`src/rtl/pc_unit.sv`:
```
// pc_unit: fetch-stage program counter. Owns the PC register, resolves the
// 3-bit branch condition against {Z,V,N}, chooses sequential / PC-relative /
// register-indirect next address, and provides stall, flag interlock, sticky
// halt, a one-cycle flush pulse and a retired-fetch (advance) counter.
module pc_unit #(
  parameter int               WIDTH    = 16,
  parameter int               IMM_W    = 9,
  parameter logic [WIDTH-1:0] RESET_PC = '0,
  parameter int               CNT_W    = 16
) (
  input  logic             clk,
  input  logic             rst,
  input  logic             stall,
  input  logic             halt,
  input  logic             branch,
  input  logic             branch_reg,
  input  logic [2:0]       cond,
  input  logic [2:0]       flags,
  input  logic             flags_valid,
  input  logic [IMM_W-1:0] imm,
  input  logic [WIDTH-1:0] reg_target,
  output logic [WIDTH-1:0] pc,
  output logic [WIDTH-1:0] pc_plus2,
  output logic             taken,
  output logic             branch_wait,
  output logic             flush,
  output logic             halted,
  output logic [CNT_W-1:0] adv_count
);

  typedef enum logic {RUN, HALTED} state_t;

  state_t           state;
  logic             run;
  logic             is_br;
  logic             cond_true;
  logic             advance;
  logic             enter_halt;
  logic [WIDTH-1:0] imm_ext;
  logic [WIDTH-1:0] b_target;
  logic [WIDTH-1:0] br_target;
  logic [WIDTH-1:0] target;

  wire flag_z = flags[2];
  wire flag_v = flags[1];
  wire flag_n = flags[0];

  // Branch condition truth table over {Z,V,N}
  always_comb begin
    cond_true = 1'b0;
    case (cond)
      3'b000: cond_true = !flag_z;
      3'b001: cond_true = flag_z;
      3'b010: cond_true = !flag_z && !flag_n;
      3'b011: cond_true = flag_n;
      3'b100: cond_true = flag_z || !flag_n;
      3'b101: cond_true = flag_n || flag_z;
      3'b110: cond_true = flag_v;
      3'b111: cond_true = 1'b1;
      default: cond_true = 1'b0;
    endcase
  end

  assign run      = (state == RUN);
  assign is_br    = branch | branch_reg;
  assign pc_plus2 = pc + WIDTH'(2);

  // Unconditional branches never wait; only flag-dependent ones interlock.
  assign branch_wait = is_br & (cond != 3'b111) & !flags_valid & run & !stall;
  assign taken       = is_br & cond_true & run & !stall & !branch_wait;

  // Targets wrap modulo 2^WIDTH; BR forces halfword alignment, BR beats B.
  assign imm_ext   = {{(WIDTH-IMM_W){imm[IMM_W-1]}}, imm};
  assign b_target  = pc_plus2 + (imm_ext << 1);
  assign br_target = {reg_target[WIDTH-1:1], 1'b0};
  assign target    = branch_reg ? br_target : b_target;

  // halt sits below stall/wait in priority but above a taken branch.
  assign advance    = run & !stall & !branch_wait & !halt;
  assign enter_halt = run & !stall & !branch_wait & halt;

  // PC, run/halt FSM, flush pulse and advance counter
  always_ff @(posedge clk or posedge rst) begin
    if (rst) begin
      state     <= RUN;
      pc        <= RESET_PC;
      halted    <= 1'b0;
      flush     <= 1'b0;
      adv_count <= '0;
    end else begin
      flush <= advance & taken;
      if (advance) begin
        pc        <= taken ? target : pc_plus2;
        adv_count <= adv_count + CNT_W'(1);
      end
      if (enter_halt) begin
        state  <= HALTED;
        halted <= 1'b1;
      end
    end
  end

endmodule

```
`config.mk`:
```
export PLATFORM = sky130hd
export DESIGN_NAME = pc_unit
export DESIGN_NICKNAME = d
export VERILOG_FILES = /design/src/rtl/pc_unit.sv
export SDC_FILE = /design/constraint.sdc
export NUM_CORES = 1
export LEC_CHECK = 0
export CAP_MARGIN = 20
export CORE_ASPECT_RATIO = 0.7
export CORE_MARGIN = 2
export CORE_UTILIZATION = 40
export CTS_CLUSTER_DIAMETER = 120
export DETAILED_ROUTE_END_ITERATION = 8
export PLACE_DENSITY = 0.76
export SYNTH_ARGS = -nofsm -noshare
export SYNTH_HDL_FRONTEND = slang
export SYNTH_SLANG_ARGS = --single-unit
```
`constraint.sdc`:
```
create_clock -name clk -period 8.5 [get_ports clk]
set_input_delay 2.125 -clock clk [delete_from_list [all_inputs] [get_ports clk]]
set_output_delay 2.125 -clock clk [all_outputs]
set_load 0.05 [all_outputs]
```
After elaboration in Yosys (flattened, before gate mapping)
Cells that the tools add are included.
{"block": "totals", "elab_cells": 43, "input_bits": 38, "reg_bits": 34, "out_inout_bits": 52}
{"block": "classes", "eq_ne": 8, "muxes": 3, "n_reduce_logical": 10, "bitwise_logic": 15, "add_sub_neg": 3}
{"cell": "16-bit two-way mux", "count": 2}
{"cell": "16-bit by 1-bit adder with 16-bit output (second input constant)", "count": 1}
{"cell": "16-bit adder", "count": 1}
{"cell": "16-bit by 2-bit adder with 16-bit output (second input constant)", "count": 1}
{"cell": "1-bit AND", "count": 13}
{"cell": "3-bit == test (second input constant)", "count": 4}
{"cell": "1-bit one-hot mux with 8 select lines", "count": 1}
{"cell": "3-bit by 2-bit == test with 1-bit output (second input constant)", "count": 2}
{"cell": "1-bit zero test", "count": 6}
{"cell": "3-bit by 1-bit == test with 1-bit output (second input constant)", "count": 1}
{"cell": "3-bit zero test", "count": 1}
{"cell": "3-bit inequality test (second input constant)", "count": 1}
{"cell": "1-bit logical OR", "count": 2}
{"cell": "1-bit logical AND", "count": 1}
{"cell": "1-bit NOT", "count": 1}
{"cell": "1-bit bitwise OR", "count": 1}

Logic depth before layout (Yosys ltp)
Gate-level depths: netlist of run 1.
{"block": "depth", "depth_word": 9, "ltp_mapped": 13, "depth_no_buf": 12}

Worst setup path before layout of run 1
Ideal clock, no wire load.
{"block": "synth_path", "kind": "input to output", "startpoint": "in branch_reg", "endpoint": "out taken", "setup_slack_ns": 2.935, "cell_stages": 5, "path_buffers": 2, "arrival_time_ns": 3.440, "t_required_ns": 6.375, "path_cell_list": "buf_2 > nor2_1 > or4_4 > a211oi_4 > buf_2"}
{"block": "synth_between", "elab_chain_len": 7, "elab_cells_between_ends": 10, "cone_classes": "bitwise (9); reduce/logical (1)"}
{"item": "start: declaration", "line": "16", "rtl": "input logic branch_reg,"}
{"item": "1-bit bitwise OR (*)", "line": "65", "rtl": "assign is_br = branch | branch_reg;"}
{"item": "1-bit AND (4 in a row)", "line": "69", "rtl": "assign branch_wait = is_br & (cond != 3'b111) & !flags_valid & run & !stall;"}
{"item": "1-bit zero test", "line": "70", "rtl": "assign taken = is_br & cond_true & run & !stall & !branch_wait;"}
{"item": "1-bit AND (*)", "line": "70"}
{"item": "end: declaration", "line": "24", "rtl": "output logic taken,"}
Every way passes the cells marked *; elsewhere a longest branch is shown, timed or not.

Worst setup path after layout of run 1
Ends and elaborated chain as after synthesis.

==> results of run 1 <==
-- stage by stage --
step | util, % | setup WS (ns) | instances
2_1_floorplan | - | 2.935 | 324
3_3_place_gp | 57.02 | 1.657 | 491
3_5_place_dp | 57.02 | 1.656 | 491
4_1_cts | 58.31 | 1.646 | 499
5_1_grt | 58.31 | 1.508 | 499
6_report | 58.31 | 1.634 | 499
-- final timing paths --
check,slack [ns],start,depth (start not counted),endpoint
worst max register to register,5.16,pc[3]$_DFFE_PP0P_,10,pc[15]$_DFFE_PP0P_
worst max-delay path,1.63,branch_reg,6,taken
max in group asynchronous,5.97,rst,3,pc[8]$_DFFE_PP0P_
min in group asynchronous,2.23,rst,3,adv_count[9]$_DFFE_PP0P_
worst min-delay path,0.46,adv_count[15]$_DFFE_PP0P_,1,adv_count[15]$_DFFE_PP0P_
worst min register to register,0.46,adv_count[15]$_DFFE_PP0P_,1,adv_count[15]$_DFFE_PP0P_
-- sequential cells by signal, indices dropped and copies added (netlist names) --
| register | flops |
|---|---|
| state | 1 |
| flush | 1 |
| pc | 15 |
| adv_count | 16 |
-- power by group --
group	internal (mW)	total, mW	switching, mW
combinational	0.123	0.322	0.199
sequential	0.171	0.194	0.0230
clock	0.0567	0.112	0.0558
-- cells in the final DEF (no fill, tap or decap), types with 4 or more instances in the layout --
cell,n
clkdlybuf4s50_1,86
nand2_1,35
dfrtp_1,33
o21ai_0,25
xnor2_1,23
a21oi_1,22
nor2_1,21
ha_1,19
inv_1,15
nand3_1,14
xor2_1,13
nand4_1,8
nor3_1,7
o211ai_1,6
nor2b_1,5
clkbuf_8,5
a211oi_1,4
a31oi_1,4
and3_1,4
and4_1,4
-- area by class of cell --
type	instances	area, µm²	share of cell area (%)
multi-input combinational	263	1750	47.15
timing repair buffer	89	883.3	23.80
sequential	33	825.8	22.24
tap	91	113.9	3.067
clock buffer	6	72.57	1.955
inverter	15	56.30	1.517
clock inverter	2	10.01	0.2696
-- cell families (layout without fill, tap and decap cells) --
kind of cell | count (synthesis) | count (layout) | share of synthesized area (%)
compound gates | 82 | 82 | 19.07
xor+xnor | 36 | 36 | 11.69
fa+ha+maj | 20 | 20 | 9.559
buf+inv | 28 | 112 | 4.593
flops | 33 | 33 | 30.63
mux | 5 | 5 | 1.949
other cells | 1 | 2 | 0.1391
simple gates | 118 | 118 | 22.37
-- worst max-delay path: stages --
cell             delay [ns]
clkdlybuf4s50_1        0.70
nor2_1                 0.11
or4_4                  0.44
a211oi_4               0.15
buf_4                  0.34
clkdlybuf4s50_1        0.87
-- routing by layer --
metal  track usage [%]  up-vias  wire length (µm)
li1                  -     1333                 -
met2             31.65       87              3263
met3             4.598        5               498
met1             29.04     1266              3420
met5                 0        -                 0
met4             3.556        0                33
==> reports/qor.tcl, run 1 <==
set qor(post_synth_instance_area_mm2) 0.002696
set qor(cts_buffer_depth) 2
set qor(placeableCoreArea_mm2) 0.006366
set qor(timing.setup.critical_path_class) {in -> out}
set qor(synth_area_leader_cell) {dfrtp_1}
set qor(timing.fmax_mhz) 145.6
set qor(finish.instance_area_mm2) 0.003712
set qor(timing.final.crit_share_pct) 80.78
set qor(signal_arrival_time_at_the_worst_endpoint_ns) 4.74
set qor(unrepaired_setup_endpoints_after_global_routing) {no}
set qor(fin_worst_hold_slack_ns) 0.4648
set qor(nNetsFinal) 465
set qor(routed_wirelength_normalized_by_instance_count_um) 14.46
set qor(die_y_um) 72.69
set qor(period_needed_ns) 6.866
set qor(start_kind) {input port}
set qor(ant_diodes) 0
set qor(cts_tree) {yes}
set qor(gp_routability_congestion) 0.8307
set qor(fill_cell_count) 594
set qor(post_synth_most_frequent_cells) {nand2_1 (35), dfrtp_1 (33), o21ai_0 (25), xnor2_1 (23), a21oi_1 (22)}
set qor(cts_repair_resize_count) 0
set qor(synth.ff_latch_count) 33
set qor(drtAntennaViolNets) 0
set qor(async_flop_share_pct) 100.0
set qor(cts-hold-fix-buffers) 0
set qor(die_w_um) 102.1
set qor(routed_wire_length_um) 7214
set qor(worst_slew_pin_slew_ns) 0.8069
set qor(synth_area_leaders) {dfrtp_1 (31%), ha_1 (8.8%), xnor2_1 (7.5%), nand2_1 (4.9%), o21ai_0 (4.6%)}
set qor(grt_start_max_net_pins) 35
set qor(clkTransAtPathRegs_ns) 0.07
set qor(cts_root_buffer) {clkbuf_8}
set qor(fp.dieArea_mm2) 0.007424
set qor(groute.usage.overall_pct) 20.18
set qor(clkSinkCount) 33
set qor(post-cts-setup-buffers) 0
set qor(netlist-cell-type-count) 55
set qor(port_buffers) 86
set qor(post-layout-total-power_uw) 628.3
set qor(power_density_mw_per_mm2) 169.2
set qor(synthMostInstantiatedCell) {nand2_1}
set qor(drv_cap) 0
set qor(drt_pre_antenna_iters) 4
set qor(critical_path_required_ns) 6.38
set qor(synth-edff-count) 0
set qor(finalSetupViolCount) 0
set qor(floorplan.rows) 24
set qor(postSynthAreaPerCell_um2) 8.348
set qor(ir_drop_mv) 0.1247
set qor(first_global_vias) 2499
set qor(timing.slew.headroom_pct) 46.08
set qor(gr-total-overflow) 0
set qor(antenna_found_initial) 0
set qor(timing.clock.skew_ns) 0.004809
set qor(placement.cell_area_mm2) 0.003630
set qor(first_pass_grt_wire_length_um) 11900
set qor(ys.flop_type) {dfrtp_1}
set qor(final-max-slew-violation-count) 0
set qor(start_util_pct) 42.35
set qor(crit_path_max_fanout) 34
set qor(worstSetupEndpointType) {output port}
set qor(cts.htree.levels) 2
set qor(synthToLayoutAreaGrowth_pct) 37.68
set qor(status) {complete, no violations}
set qor(synth_seq_area_share_pct) 30.63
set qor(routed-via-count) 2691
set qor(layout_cell_share_with_drive_strength_beyond_1_pct) 4.167
set qor(remaining_drc_errors) 0
set qor(io_pins) 90
set qor(detailed_place_hpwl_um) 5648
set qor(detail_route.vias_per_cell) 5.393
set qor(synthesis.instances) 323
set qor(final.setup.tns_ns) 0
set qor(timing.final.hold_violations) 0
set qor(drtIter0Drc) 123
set qor(p_leak_nw) 1.556
set qor(hold_path_class) {reg -> reg}
set qor(tritoncts.num_buffers) 5
set qor(synth-warning-count) 0
set qor(clock_insertion_delay_worst_skew_ns) 0.28
set qor(yosysTopAreaCellShare_pct) 30.63
Power figures use the tool's default switching activity.
==> run 2, diff against run 1 <==
--- a/config.mk
+++ b/config.mk
@@ -11,7 +11,7 @@
 export CORE_UTILIZATION = 40
 export CTS_CLUSTER_DIAMETER = 120
 export DETAILED_ROUTE_END_ITERATION = 8
-export PLACE_DENSITY = 0.76
+export PLACE_DENSITY = 0.79
 export SYNTH_ARGS = -nofsm -noshare
 export SYNTH_HDL_FRONTEND = slang
 export SYNTH_SLANG_ARGS = --single-unit
==> constraint.sdc (replaced) <==
create_clock -name clk -period 6 [get_ports clk]
set_input_delay 1.5 -clock clk [delete_from_list [all_inputs] [get_ports clk]]
set_output_delay 1.5 -clock clk [all_outputs]
set_load 0.05 [all_outputs]
==> reports/qor.tcl, run 2 (synthesis gave the netlist of run 1 again) <==
set qor(status) {complete, no violations}
set qor(crit_path_frequent_cell) {clkdlybuf4s50_1}
set qor(routed-via-count) 2721
set qor(gr-total-overflow) 0
set qor(worst_slew_pin_slew_ns) 0.7781
set qor(cts_root_buffer) {clkbuf_8}
set qor(cts_tree) {yes}
set qor(most_common_cell_after_layout_fill_and_taps_aside) {clkdlybuf4s50_1}
set qor(routed_wirelength_normalized_by_instance_count_um) 14.47
set qor(ir_drop_mv) 0.2039
set qor(cts-hold-fix-buffers) 0
set qor(drtIter0Drc) 232
set qor(nNetsFinal) 465
set qor(number_of_flip_flops_in_the_largest_register) 16
set qor(drt_pre_antenna_iters) 5
set qor(timing.fmax_mhz) 206.3
set qor(power.share.clock_pct) 18.2
set qor(crit_path_max_fanout) 7
set qor(antenna_found_initial) 0
set qor(clock_insertion_delay_worst_skew_ns) 0.28
set qor(preCtsSetupSlack_ns) 1.149
set qor(remaining_drc_errors) 0
set qor(register_area_um2) 825.8
set qor(timing.clock.skew_ns) 0.006848
set qor(routed_wire_length_um) 7236
set qor(finalSetupViolCount) 0
set qor(cts_buffer_depth) 2
set qor(timing.final.hold_violations) 0
set qor(start_kind) {input port}
set qor(power.switching_fraction_pct) 44.48
set qor(p_seq_share_pct) 30.7
set qor(post_layout_nonfiller_instances) 500
set qor(signal_arrival_time_at_the_worst_endpoint_ns) 3.35
set qor(gp_routability_congestion) 0.8208
set qor(multi_input_comb_area_mm2) 0.001750
set qor(placeableCoreArea_mm2) 0.006366
set qor(final.setup.tns_ns) 0
set qor(grt_start_max_net_pins) 34
set qor(timing.final.crit_share_pct) 80.81
set qor(path_cells) {clkdlybuf4s50_1, nor2_1, nand3b_1, inv_1, clkdlybuf4s50_1}
set qor(die_w_um) 102.1
set qor(synthToLayoutAreaGrowth_pct) 38.28
set qor(reg_top3) {adv_count (16), pc (15)}
set qor(timing.slew.headroom_pct) 48.00
set qor(critical_path_required_ns) 4.50
set qor(groute.usage.overall_pct) 19.96
set qor(port_buffers) 86
set qor(fill_cell_count) 592
set qor(largest_register) {adv_count}
set qor(detail_route.vias_per_cell) 5.442
set qor(final_cell_mix) {clkdlybuf4s50_1 (85), nand2_1 (35), dfrtp_1 (33)}
set qor(critical-path-max-stage-delay_ns) 0.81
set qor(post-layout-total-power_uw) 892.9
set qor(drv_cap) 0
set qor(power_density_mw_per_mm2) 239.5
set qor(cp_slowest_cell) {clkdlybuf4s50_1}
set qor(power.share.combinational_pct) 51.1
set qor(drtAntennaViolNets) 0
set qor(die_y_um) 72.69
set qor(worstSetupEndpointType) {output port}
set qor(floorplan.rows) 24
set qor(hold_path_class) {reg -> reg}
set qor(unrepaired_setup_endpoints_after_global_routing) {no}
set qor(fp.dieArea_mm2) 0.007424
set qor(cts.htree.levels) 2
set qor(post-cts-setup-buffers) 0
set qor(cts_repair_resize_count) 0
set qor(detailed_place_hpwl_um) 5600
set qor(core_utilization_of_the_finished_layout_pct) 58.57
set qor(switchingPower_uw) 397.1
set qor(tritoncts.num_buffers) 5
set qor(period_needed_ns) 4.848
set qor(clkTransAtPathRegs_ns) 0.07
set qor(final-max-slew-violation-count) 0
set qor(p_leak_nw) 1.559
set qor(post-route-worst-setup-slack_ns) 1.152
set qor(first_pass_grt_wire_length_um) 11860
set qor(first_global_vias) 2578
set qor(clkSinkCount) 33
set qor(timing.setup.critical_path_class) {in -> out}
set qor(start_util_pct) 42.35
set qor(power_report.internal_total_uw) 495.7
set qor(io_pins) 90
set qor(layout_cell_share_with_drive_strength_beyond_1_pct) 4.657
set qor(placed_cells_incl_taps) 491
-- run 2: cell types whose count changed in the layout (fill, tap and decap cells not counted) --
cell             before  now
buf_12                0    1
clkbuf_1              1    0
clkdlybuf4s50_1      86   85
clkinvlp_4            0    1
diode_2               0    1
-- run 2: routing by layer --
layer  routed length [µm]  vias to the layer above  GRT usage [%]
li1                     -                     1325              -
met3                  512                        7          3.831
met4                   50                        0          5.333
met5                    0                        -              0
met2                 3353                       88          31.80
met1                 3319                     1301          28.00
-- run 2: final timing paths --
check                                            end  slack (ns)                      start  depth (start not counted)
max in group asynchronous   adv_count[9]$_DFFE_PP0P_        4.08                        rst                          3
min in group asynchronous  adv_count[13]$_DFFE_PP0P_        1.61                        rst                          3
min                        adv_count[15]$_DFFE_PP0P_        0.47  adv_count[15]$_DFFE_PP0P_                          1
min reg2reg                adv_count[15]$_DFFE_PP0P_        0.47  adv_count[15]$_DFFE_PP0P_                          1
max reg2reg                       pc[15]$_DFFE_PP0P_        2.55          pc[3]$_DFFE_PP0P_                         10
max                                      branch_wait        1.15                 branch_reg                          5
-- run 2: final cells by class --
type / count / share of cell area, %
diodes: 1 / 0.06711
flip-flops and latches: 33 / 22.15
multi-input cells: 263 / 46.95
clock buffers: 5 / 1.846
well taps: 91 / 3.054
repair buffers: 89 / 23.96
clock inverters: 3 / 0.4698
inverters: 15 / 1.510
-- run 2: power by group through the flow --
stage               sequential [mW]  clock, mW  combinational (mW)
CTS                           0.274      0.169               0.456
global placement              0.276          0               0.446
finish                        0.274      0.163               0.456
global route                  0.277      0.177               0.492
detailed placement            0.277          0               0.453
floorplan                     0.341          0               0.244
-- run 2: stage by stage --
stage          cell area [µm²]  hold slack [ns]
4_1_cts                   3726           0.4745
3_3_place_gp              3640           0.4567
5_1_grt                   3726           0.4894
6_report                  3729           0.4682
2_1_floorplan             2700           0.7790
3_5_place_dp              3640           0.4616
-- run 2: critical path, delay by kind of cell --
kind	cells	cell delay [ns]
buffers and inverters	3	1.54
AND/OR/NAND/NOR	2	0.30
